--- config.mk ---
export PLATFORM = sky130hd
export DESIGN_NAME = button_debouncer
export DESIGN_NICKNAME = d
export VERILOG_FILES = /design/src/rtl/button_debouncer_pkg.sv /design/src/rtl/button_debouncer_ch.sv /design/src/rtl/button_debouncer.sv
export SDC_FILE = /design/constraint.sdc
export NUM_CORES = 1
export LEC_CHECK = 0
export BUFFER_PORTS_ARGS = -buffer_cell sky130_fd_sc_hd__buf_4
export CORE_MARGIN = 1
export CORE_UTILIZATION = 35
export CTS_CLUSTER_DIAMETER = 40
export DETAILED_ROUTE_END_ITERATION = 16
export GPL_ROUTABILITY_DRIVEN = 1
export PLACE_DENSITY = 0.56
export SLEW_MARGIN = 20
export SYNTH_ARGS = -nofsm -noshare
export SYNTH_HDL_FRONTEND = slang
export SYNTH_SLANG_ARGS = --single-unit
--- constraint.sdc ---
create_clock -name clk -period 2.1 [get_ports clk]
set_clock_uncertainty 0.1 [all_clocks]
set_input_delay 0.105 -clock clk [delete_from_list [all_inputs] [get_ports clk]]
set_output_delay 0.105 -clock clk [all_outputs]
set_load 0.1 [all_outputs]
--- src/rtl/button_debouncer_pkg.sv ---
// Purpose : shared types and constants for the push-button debouncer.
// Latency : n/a (declarations only).
// Backpressure: n/a; no flow control in this block.
// Contents: btn_state_t channel state encoding, SYNC_STAGES, counter width helper.
package debounce_pkg;

    typedef enum logic [1:0] {
        IDLE        = 2'd0,
        ARM_PRESS   = 2'd1,
        HELD        = 2'd2,
        ARM_RELEASE = 2'd3
    } btn_state_t;

    localparam int SYNC_STAGES = 2;

    // Bits needed to hold any value in 0..top.
    function automatic int cnt_width(input int top);
        return $clog2(top + 1);
    endfunction

endpackage

--- src/rtl/button_debouncer_ch.sv ---
// Purpose : one debounce channel (state machine, tick counter, optional auto-repeat).
// Latency : level/press/release update on the edge of the DEBOUNCE_TICKS-th tick seen in an ARM state.
// Backpressure: none; pulses are single-cycle and cannot be stalled.
// Ports   : clk, clr (sync, active-high), tick (1-cycle enable), sync_btn (synchronized raw input),
//           btn_level (committed level), btn_press / btn_release (1-cycle pulses).
// Option  : BTN_REPEAT_EN adds auto-repeat press pulses while the button stays held.
module btn_debounce_ch
    import debounce_pkg::*;
#(
    parameter int DEBOUNCE_TICKS = 20,
    parameter int REPEAT_DELAY   = 500,
    parameter int REPEAT_RATE    = 100
) (
    input  logic clk,
    input  logic clr,
    input  logic tick,
    input  logic sync_btn,
    output logic btn_level,
    output logic btn_press,
    output logic btn_release
);

    localparam int CNT_W = cnt_width(DEBOUNCE_TICKS);
    localparam logic [CNT_W-1:0] CNT_TOP = CNT_W'(DEBOUNCE_TICKS);

    // Reject configurations that would make a counter target unreachable.
    if (DEBOUNCE_TICKS < 1 || DEBOUNCE_TICKS > 255 || REPEAT_DELAY < 1 || REPEAT_RATE < 1) begin : g_bad_cfg
        $error("btn_debounce_ch: tick parameters out of range");
    end

    btn_state_t       state;
    logic [CNT_W-1:0] cnt;
    logic [CNT_W-1:0] cnt_inc;
    logic             cnt_done;
    logic             rpt_fire;

    assign cnt_inc  = cnt + CNT_W'(1);
    // The counter only advances while below the target, so it never exceeds it.
    assign cnt_done = tick && (cnt_inc == CNT_TOP);

`ifdef BTN_REPEAT_EN
    localparam int RPT_MAX = (REPEAT_DELAY > REPEAT_RATE) ? REPEAT_DELAY : REPEAT_RATE;
    localparam int RPT_W   = cnt_width(RPT_MAX);
    localparam logic [RPT_W-1:0] RPT_DELAY_V = RPT_W'(REPEAT_DELAY);
    localparam logic [RPT_W-1:0] RPT_RATE_V  = RPT_W'(REPEAT_RATE);

    logic [RPT_W-1:0] rpt_cnt;
    logic [RPT_W-1:0] rpt_inc;
    logic [RPT_W-1:0] rpt_target;
    logic             rpt_armed;   // first repeat already issued, now on the faster rate
    logic             in_held;
    logic             rel_commit;

    assign in_held    = (state == HELD) || (state == ARM_RELEASE);
    assign rel_commit = (state == ARM_RELEASE) && !sync_btn && cnt_done;
    assign rpt_inc    = rpt_cnt + RPT_W'(1);
    assign rpt_target = rpt_armed ? RPT_RATE_V : RPT_DELAY_V;
    // No repeat on the edge that commits the release, so press and release never coincide.
    assign rpt_fire   = in_held && !rel_commit && tick && (rpt_inc == rpt_target);

    always_ff @(posedge clk) begin
        if (clr || !in_held || rel_commit) begin
            rpt_cnt   <= '0;
            rpt_armed <= 1'b0;
        end else if (tick) begin
            if (rpt_inc == rpt_target) begin
                rpt_cnt   <= '0;
                rpt_armed <= 1'b1;
            end else begin
                rpt_cnt <= rpt_inc;
            end
        end
    end
`else
    assign rpt_fire = 1'b0;
`endif

    always_ff @(posedge clk) begin
        if (clr) begin
            state       <= IDLE;
            cnt         <= '0;
            btn_level   <= 1'b0;
            btn_press   <= 1'b0;
            btn_release <= 1'b0;
        end else begin
            btn_press   <= rpt_fire;
            btn_release <= 1'b0;
            case (state)
                IDLE: begin
                    if (sync_btn) begin
                        state <= ARM_PRESS;
                        cnt   <= '0;
                    end
                end
                ARM_PRESS: begin
                    // A bounce back to the stable level wins over a same-cycle tick.
                    if (!sync_btn) begin
                        state <= IDLE;
                        cnt   <= '0;
                    end else if (cnt_done) begin
                        state     <= HELD;
                        cnt       <= '0;
                        btn_level <= 1'b1;
                        btn_press <= 1'b1;
                    end else if (tick) begin
                        cnt <= cnt_inc;
                    end
                end
                HELD: begin
                    if (!sync_btn) begin
                        state <= ARM_RELEASE;
                        cnt   <= '0;
                    end
                end
                ARM_RELEASE: begin
                    if (sync_btn) begin
                        state <= HELD;
                        cnt   <= '0;
                    end else if (cnt_done) begin
                        state       <= IDLE;
                        cnt         <= '0;
                        btn_level   <= 1'b0;
                        btn_release <= 1'b1;
                    end else if (tick) begin
                        cnt <= cnt_inc;
                    end
                end
                default: begin
                    state <= IDLE;
                    cnt   <= '0;
                end
            endcase
        end
    end

endmodule

--- src/rtl/button_debouncer.sv ---
// Purpose : debounce N_BTN raw buttons using edges of a slow divider square wave as the sample enable.
// Latency : 3 clk from a raw edge to arming, then commit on the DEBOUNCE_TICKS-th following tick.
// Backpressure: none; outputs are free-running level and single-cycle pulses.
// Ports   : clk, clr (sync, active-high), i_tick_src (async square wave), i_btn[N_BTN] (async raw),
//           o_btn_level / o_btn_press / o_btn_release [N_BTN].
// Option  : define BTN_REPEAT_EN to enable auto-repeat press pulses (REPEAT_DELAY, REPEAT_RATE).
module button_debouncer
    import debounce_pkg::*;
#(
    parameter int N_BTN          = 4,
    parameter int DEBOUNCE_TICKS = 20,
    parameter int REPEAT_DELAY   = 500,
    parameter int REPEAT_RATE    = 100
) (
    input  logic             clk,
    input  logic             clr,
    input  logic             i_tick_src,
    input  logic [N_BTN-1:0] i_btn,
    output logic [N_BTN-1:0] o_btn_level,
    output logic [N_BTN-1:0] o_btn_press,
    output logic [N_BTN-1:0] o_btn_release
);

    logic [SYNC_STAGES-1:0]            tick_sync;
    logic                              tick_d;
    logic [SYNC_STAGES-1:0][N_BTN-1:0] btn_sync;
    logic                              tick;

    // Index 0 is the metastability-catching stage; the top index is the usable output.
    always_ff @(posedge clk) begin
        if (clr) begin
            tick_sync <= '0;
            tick_d    <= 1'b0;
            btn_sync  <= '0;
        end else begin
            tick_sync <= {tick_sync[SYNC_STAGES-2:0], i_tick_src};
            tick_d    <= tick_sync[SYNC_STAGES-1];
            btn_sync  <= {btn_sync[SYNC_STAGES-2:0], i_btn};
        end
    end

    // Divider output is data only: its rising edge becomes a one-cycle enable.
    assign tick = tick_sync[SYNC_STAGES-1] & ~tick_d;

    for (genvar g = 0; g < N_BTN; g++) begin : g_ch
        btn_debounce_ch #(
            .DEBOUNCE_TICKS(DEBOUNCE_TICKS),
            .REPEAT_DELAY  (REPEAT_DELAY),
            .REPEAT_RATE   (REPEAT_RATE)
        ) u_ch (
            .clk        (clk),
            .clr        (clr),
            .tick       (tick),
            .sync_btn   (btn_sync[SYNC_STAGES-1][g]),
            .btn_level  (o_btn_level[g]),
            .btn_press  (o_btn_press[g]),
            .btn_release(o_btn_release[g])
        );
    end

endmodule
-- Yosys cells after proc, flatten, opt, wreduce, memory -nomap -nowiden
Cells that the tools add are included.
- register bits after elaboration: 51
- input bits: 7
- output and inout port bits: 12
- word-level logic and storage cells: 202
- add/subtract/negate cells: 4
- eq/ne operators: 48
- multiplexer cells: 80
- bitwise gates (word level): 14
- reduce and logical (&&, ||, !) cells: 32
- operators with widths (operator ; number):
    $mux W5 ; 24
    $pmux W5 S4 ; 4
    $mux W2 ; 24
    $ne A2 B2 Y1 const B ; 16
    $pmux W2 S4 ; 4
    $ne A3 B2 Y1 const B ; 8
    $reduce_or A3 Y1 ; 8
    $add A5 B1 Y5 const B ; 4
    $eq A5 B5 Y1 const B ; 4
    $mux W1 ; 20
    $reduce_and A5 Y1 ; 4
    $eq A2 B2 Y1 const B ; 8
    $ne A2 B1 Y1 const B ; 8
    $reduce_and A4 Y1 ; 4
    $not A1 Y1 ; 13
    $eq A2 B1 Y1 const B ; 4
    $logic_not A2 Y1 ; 4
    $pmux W1 S2 ; 4
    $reduce_and A2 Y1 ; 4
    $reduce_bool A2 Y1 ; 4
    $logic_and A1 B1 Y1 ; 4
    $and A1 B1 Y1 ; 1

-- Longest topological paths before layout
Gate-level depths: netlist of the first run.
- word-level depth: 6
- mapped depth: 6
- depth with buffers taken out: 5

-- Cells and area by module
From an unflattened synthesis of the first run, not the netlist that was laid out.
- cells, all modules: 276
- area total of the unflattened synthesis: 2586.2 µm²
- modules (own cells, without submodules) (module ; instances ; cells an instance ; area each (µm²) ; seq. area each (µm²)):
    btn_debounce_ch ; 4 ; 63 ; 560.5 ; 200.2
    button_debouncer ; 1 ; 24 ; 344.1 ; 220.2

-- Worst setup path before layout of the first run
Ideal clock, no wire load.
- kind: register -> register
- from: register g_ch[0].u_ch.cnt[0]
- to: register g_ch[0].u_ch.btn_level
- library setup time: 0.074 ns
- data arrival time: 1.445 ns
- required time: 1.926 ns
- path slack: 0.480 ns
- cell stages (with the launch flop): 6
- cell sequence: dfxtp_1 ha_1 and4b_1 o2111ai_1 a211o_1 a31oi_1
- word-level cells in the longest chain between the ends: 5
- RTL lines (what ; RTL line ; source):
    start: declaration ; button_debouncer_ch.sv:32 ; logic [CNT_W-1:0] cnt;
    start signal: assignment ; button_debouncer_ch.sv:106 ; cnt <= cnt_inc;
    start signal: assignment ; button_debouncer_ch.sv:125 ; cnt <= cnt_inc;
    $add A5 B1 Y5 * ; button_debouncer_ch.sv:37 ; assign cnt_inc = cnt + CNT_W'(1);
    $eq A5 B5 Y1 * ; button_debouncer_ch.sv:39 ; assign cnt_done = tick && (cnt_inc == CNT_TOP);
    $logic_and A1 B1 Y1 * ; button_debouncer_ch.sv:39 ;
    $ne A2 B1 Y1 (no source line) ; -- ;
    $reduce_and A5 Y1 (no source line) * ; -- ;
    end signal: assignment ; button_debouncer_ch.sv:82 ; btn_level <= 1'b0;
    end signal: assignment ; button_debouncer_ch.sv:103 ; btn_level <= 1'b1;
    end signal: assignment ; button_debouncer_ch.sv:122 ; btn_level <= 1'b0;
    end: declaration ; button_debouncer_ch.sv:18 ; output logic btn_level,
Mark *: on every way between the ends. The rest lies on a longest branch, timed or not.
A chain may end at the register's enable or synchronous reset.

-- Worst setup path after layout of the first run
Same ends and word-level chain as after synthesis.

==> impl_metrics.yaml, run 1 <==
cts:
  cts_sinks: 51
  clk_latency_ns: 0.30
  cts_buffers: 5
  htreeDepth: 2
  clk_pin_slew_ns: 0.09
  clk_path_buf_depth: 2
  cts_setup_buffers: 0
  cts_tree: "done"
  root_buffer: "clkbuf_8"
routing:
  routedWlPerCell_um: 12.63
  via_count: 2006
  dr.pass1.iters: 4
  drt-total-wl_mm: 4.886
  drc_errors: 0
  viasPerCell: 5.183
  antenna_left: 0
  drt_iter0_drc: 93
critical_path:
  cp_max_fo: 6
  critical_path_class: "reg2reg"
  slowest_delay_ns: 0.37
  startpoint_type: "flop"
  path_delay_family: "compound AO/OA/AOI/OAI gates"
  cp_data_required_time_ns: 2.23
  cp.arrival_ns: 1.89
  cp_slowest_cell: "dfxtp_1"
  timing.critical_path.buf_inv: 0
  crit_chain: "ha_1, and4b_1, o2111ai_1, a211o_1, a31oi_1"
  end_kind: "flop"
pwr:
  power_mw: 1.835
  vdd_drop_max_uv: 220.8
  p_per_area_nw_per_um2: 650.5
  leakage_nw: 1.038
sta:
  fin_ws_ns: 0.3421
  min_period_ns: 1.758
  setup_tns_ns: 0
  rsz0062_at_grt: "false"
  fmax_mhz: 568.9
  finalSetupViolations: 0
  period_share_pct: 83.71
  max_slew_margin_pct: 58.33
  tightest_slew_ns: 0.6206
  drv_slew: 0
  finalHoldViolCount: 0
synth:
  synth.cell_area_um2: 2541
  yosysWarnings: 0
  synth_edf_count: 0
  synth_top_area_share_pct: 40.18
  synth.yosys.seq_area_share_pct: 40.18
  synth_top_cell_by_area: "dfxtp_1"
  ys_async_sr_fraction_pct: 0
  ys_top_cells_by_area: "dfxtp_1, ha_1, buf_4, nor2b_1, xor2_1"
  syn-num-nets: 297
  post_synth_num_cell_types: 54
  ys_seq_elements: 51
  synthFlopType: "dfxtp_1"
  avgSynthCellArea_um2: 9.011
  postSynthCellCount: 282
finish:
  drive_above_1_share_pct: 11.68
  utilization_pct: 40.85
  num-nets-final: 306
  final_cell_area_um2: 2821
  areaGrowthSynthToFinish_pct: 11.03
  diodes: 0
grt:
  grt_pass1_vias: 1852
  grt_start_max_net_pins: 46
  grt_overflow_total: 0
  grt_usage_pct: 14.00
  antenna_found_initial: 0
  grt_pass1_wl_mm: 8.493
placed_design:
  portBuffers: 18
  hpwl_mm: 3.328
  gp_congestion: 0.8513
  placed_cell_area_um2: 2669
  pre_cts_slack_ns: 0.3756
outcome:
  status: "finished, final reports clean"
floorplanning:
  initial_utilization_pct: 36.79
  core-area_um2: 6907
  dieArea_um2: 7606
  rows: 30
  ios: 19
  chipWidth_um: 87.21
  chipHeight_um: 87.21
min_path:
  hold_class: "in2reg"
flow_run:
  maxCapViolations: 0
[synthesized netlist by cell type, drive strengths merged, types with 6 or more instances]
cell     count
dfxtp       51
buf         19
o21ai       15
a21oi       14
nor2b       14
inv         12
nand3       12
nor3        12
nand4       11
nor2        11
nand2       10
xor2         9
ha           8
o211ai       8
nor4         7
xnor2        7
o2111ai      6
[metal layers]
metal	up-vias	GRT usage, %	share of wire (%)
li1	1049	-	-
met1	927	18.84	50
met2	24	21.98	46
met3	6	3.033	2.2
met4	0	5.216	1.3
met5	-	0	0
[cells in the final DEF, fill, tap and decap left out, types with 2 or more instances in the layout]
master,n
nor2b_1,13
o21ai_0,15
o211ai_1,8
and2_1,4
nor3b_1,2
clkbuf_8,5
nor4_1,7
xnor2_1,7
a211o_1,2
ha_1,8
dlygate4sd3_1,5
buf_4,20
o2111ai_1,6
nand2b_1,2
nand2_1,10
o21a_1,2
xor2_1,9
nor2_1,10
or4_1,2
mux2i_1,3
and4b_1,2
nor3_1,11
nand3_1,11
a21oi_1,14
inv_1,12
and4_1,3
and3_1,5
o31ai_1,3
a31oi_1,5
dfxtp_1,51
nand4_1,11
[worst reg2reg max path: cells and delay by family (launching register included)]
kind / cells / cell delay, ns
compound gates: 3 / 0.67
flops: 1 / 0.37
simple gates: 1 / 0.28
fa+ha+maj: 1 / 0.27
[state kept, by name, summed over array words and instances (netlist names), named ones only]
name / flops
btn_sync: 8
g_ch.u_ch.cnt: 20
g_ch.u_ch.state: 4
tick_d: 1
g_ch.u_ch.btn_release: 4
tick_sync: 2
g_ch.u_ch.btn_press: 4
g_ch.u_ch.btn_level: 4
[area by class of cell]
| type | instances | area, um2 |
|---|---|---|
| fillers | 707 | 4085 |
| clock inverters | 1 | 30.03 |
| flip-flops and latches | 51 | 1021 |
| repair buffers | 25 | 200.2 |
| well taps | 96 | 120.1 |
| multi-input cells | 196 | 1333 |
| clock buffers | 6 | 72.57 |
| inverters | 12 | 45.04 |
[power by group]
group          switching [mW]  internal [mW]  leakage [nW]
Clock                   0.316          0.350        0.0513
Combinational           0.117         0.0493         0.572
Sequential             0.0162          0.987         0.414
Total                   0.449           1.39          1.04
[path summary, 6_finish.rpt]
path	start	cells past startpoint	slack (ns)	endpoint
worst max-delay path	g_ch[0].u_ch.cnt[0]	5	0.34	g_ch[0].u_ch.btn_level
worst max register to register	g_ch[0].u_ch.cnt[0]	5	0.34	g_ch[0].u_ch.btn_level
worst min register to register	btn_sync[1]	1	0.34	btn_sync[5]
worst min-delay path	clr	2	0.13	g_ch[1].u_ch.cnt[0]
[per-stage QoR]
stage | instances | hold slack (ns)
2_1_floorplan | 282 | 0.1332
3_3_place_gp | 375 | 0.2143
3_5_place_dp | 375 | 0.2218
4_1_cts | 387 | 0.1440
5_1_grt | 387 | 0.1450
6_report | 387 | 0.1343
[what timing repair did]
item,4_1_cts,5_1_grt
gates resized for setup,0,0
hold buffers,5,0
endpoints found under the hold margin,5,0
[kinds of logic after synthesis]
logic type | Yosys count | share of synthesized area, %
simple gates | 102 | 23.93
mux | 4 | 1.625
xor+xnor | 16 | 5.515
fa+ha+maj | 8 | 3.939
flops | 51 | 40.18
compound gates | 66 | 17.43
buf+inv | 35 | 7.385
Note: power is estimated with default switching activity, not from simulation.
==> run 2, diff against run 1 <==
==> constraint.sdc (replaced) <==
create_clock -name clk -period 1.69 [get_ports clk]
set_clock_uncertainty 0.1 [all_clocks]
set_input_delay 0.0845 -clock clk [delete_from_list [all_inputs] [get_ports clk]]
set_output_delay 0.0845 -clock clk [all_outputs]
set_load 0.1 [all_outputs]
==> run 2 against run 1 <==
Compared with the run above: count of clock-buffer cells in the layout stayed put; die area unchanged; via count up 5.0%; critical endpoint unchanged; highest routed layer unchanged.
==> impl_metrics.yaml, run 2 (synthesized netlist as in run 1, its figures left out) <==
grt:
  grt_usage_pct: 14.27
  grt_start_max_net_pins: 18
  grt_overflow_total: 0
  grt_pass1_vias: 1931
  grt_pass1_wl_mm: 8.576
  antenna_found_initial: 0
floorplanning:
  initial_utilization_pct: 36.79
  dieArea_um2: 7606
  core-area_um2: 6907
  rows: 30
  chipWidth_um: 87.21
  chipHeight_um: 87.21
  ios: 19
routing:
  topRoutingLayerUsed: "met4"
  antenna_left: 0
  drc_errors: 0
  wl_met1_mm: 2.593
  routedWlPerCell_um: 12.84
  viasPerCell: 5.164
  dr.pass1.iters: 4
  drt_iter0_drc: 55
  drt-total-wl_mm: 5.237
  met2WireLength_mm: 2.428
  via_count: 2107
  met3_wirelength_um: 126
pwr:
  combPwrFrac_pct: 10.3
  vdd_drop_max_uv: 272.1
  internal_power_mw: 1.623
  p_sw_share_pct: 26.37
  leakage_nw: 1.138
  clkPwrFrac_pct: 33.1
  p_per_area_nw_per_um2: 717.2
  seqPwrFrac_pct: 56.5
  power.switching_mw: 0.5811
min_path:
  hold_depth: 1
  min_from: "btn_sync[3]"
  hold_path_end: "btn_sync[7]"
  hold_class: "reg2reg"
sta:
  min_period_ns: 1.645
  finalSetupViolations: 0
  drv_slew: 0
  fmax_mhz: 608.1
  worst_hold_slack_ns: 0.3434
  finalHoldViolCount: 0
  fin_ws_ns: 0.04541
  tightest_slew_ns: 0.5777
  max_slew_margin_pct: 61.21
  period_share_pct: 97.31
critical_path:
  regToRegSetupSlack_ns: 0.05
  worstRegToRegCells: 5
  reg2reg_to: "g_ch[0].u_ch.btn_level"
  crit_chain: "ha_2, and4b_1, o2111ai_4, a211o_1, a31oi_1"
  critical_path_class: "reg2reg"
  cp_max_fo: 6
  cp_data_required_time_ns: 1.83
  cp_slowest_cell: "dfxtp_4"
  r2r_start: "g_ch[0].u_ch.cnt[1]"
  startpoint_type: "flop"
  cp.arrival_ns: 1.79
  slowest_delay_ns: 0.37
  end_kind: "flop"
finish:
  drive_above_1_share_pct: 24.68
  num-nets-final: 327
  final_common_cell: "dfxtp_1"
  largest_reg_flops: 20
  areaGrowthSynthToFinish_pct: 20.93
  top_regs: "g_ch.u_ch.cnt (20), btn_sync (8)"
  largest-register: "g_ch.u_ch.cnt"
  diodes: 0
  layout_common_cells: "dfxtp_1, buf_4, o21ai_0, a21oi_1, nor2b_1"
  nFillCells: 699
cts:
  htreeDepth: 2
  cts_tree: "done"
  clk_latency_ns: 0.31
  cts_sinks: 51
  cts_buffers: 5
  clk_path_buf_depth: 2
  clk_pin_slew_ns: 0.09
  root_buffer: "clkbuf_8"
placed_design:
  gp_congestion: 0.8054
  pre_cts_slack_ns: 0.02858
  portBuffers: 18
  hpwl_mm: 3.611
outcome:
  status: "finished, final reports clean"
flow_run:
  maxCapViolations: 0
-- run 2: changes by cell type in the layout (fill, tap and decap cells not counted), moves of 3 or more --
cell	change
dfxtp_2	+7
ha_1	-4
ha_2	+3
dfxtp_1	-8
buf_4	+19
-- run 2: worst max path at each step --
stage | startpoint | endpoint | slack, ns | cells after the start
after floorplan | g_ch[0].u_ch.cnt[0] | g_ch[0].u_ch.btn_level | 0.07 | 5
after global placement | g_ch[0].u_ch.cnt[1] | g_ch[0].u_ch.btn_level | 0.05 | 5
after detailed placement | g_ch[2].u_ch.cnt[0] | g_ch[2].u_ch.btn_level | 0.03 | 5
after CTS | g_ch[0].u_ch.cnt[1] | g_ch[0].u_ch.btn_level | 0.005 | 5
after global routing | g_ch[0].u_ch.cnt[1] | g_ch[0].u_ch.btn_level | -0.02 | 5
final | g_ch[0].u_ch.cnt[1] | g_ch[0].u_ch.btn_level | 0.05 | 5
-- run 2: critical path: cells and delay by family (launching register included) --
kind | cells | cell delay, ns
compound gates | 3 | 0.62
flops | 1 | 0.37
simple gates | 1 | 0.32
fa+ha+maj | 1 | 0.18
-- run 2: power by group through the flow --
| stage | clock network, mW | logic (mW) | registers (mW) |
|---|---|---|---|
| 6_report | 0.730 | 0.228 | 1.25 |
| 3_5_place_dp | 0 | 0.208 | 1.27 |
| 3_3_place_gp | 0 | 0.207 | 1.27 |
| 5_1_grt | 0.807 | 0.244 | 1.25 |
| 2_1_floorplan | 0 | 0.173 | 1.27 |
| 4_1_cts | 0.760 | 0.219 | 1.25 |
-- run 2: cell type report --
class,count,area (um2),area share (%)
clock inverter,1,5.005,0.1629
inverter,12,45.04,1.466
sequential,51,1033,33.63
clock buffer,6,82.58,2.687
tap,96,120.1,3.909
multi-input combinational,197,1434,46.66
timing repair buffer,45,352.8,11.48
-- run 2: timing repair --
action / in CTS / in global routing
hold buffers: 6 / 0
endpoints found under the setup margin: 0 / 28
endpoints found under the hold margin: 10 / 0
buffers inserted: 0 / 3
gates resized for setup: 0 / 27
-- run 2: per-stage QoR --
stage                     setup TNS, ns  power [mW]  cell area [um2]  util [%]  cells
after floorplan                       0       1.440             2541         -    282
after global placement                0       1.481             2789     40.38    391
after CTS                             0       2.224             2937     42.52    404
after detailed placement              0       1.482             2789     40.38    391
after global routing           -0.04658       2.301             3073     44.49    408
final                                 0       2.204             3073     44.49    408
-- run 2: per-layer routing --
layer	track usage [%]	up-vias
met3	2.844	8
met4	6.259	0
met2	23.62	20
li1	-	1088
met1	18.00	991
met5	0	-
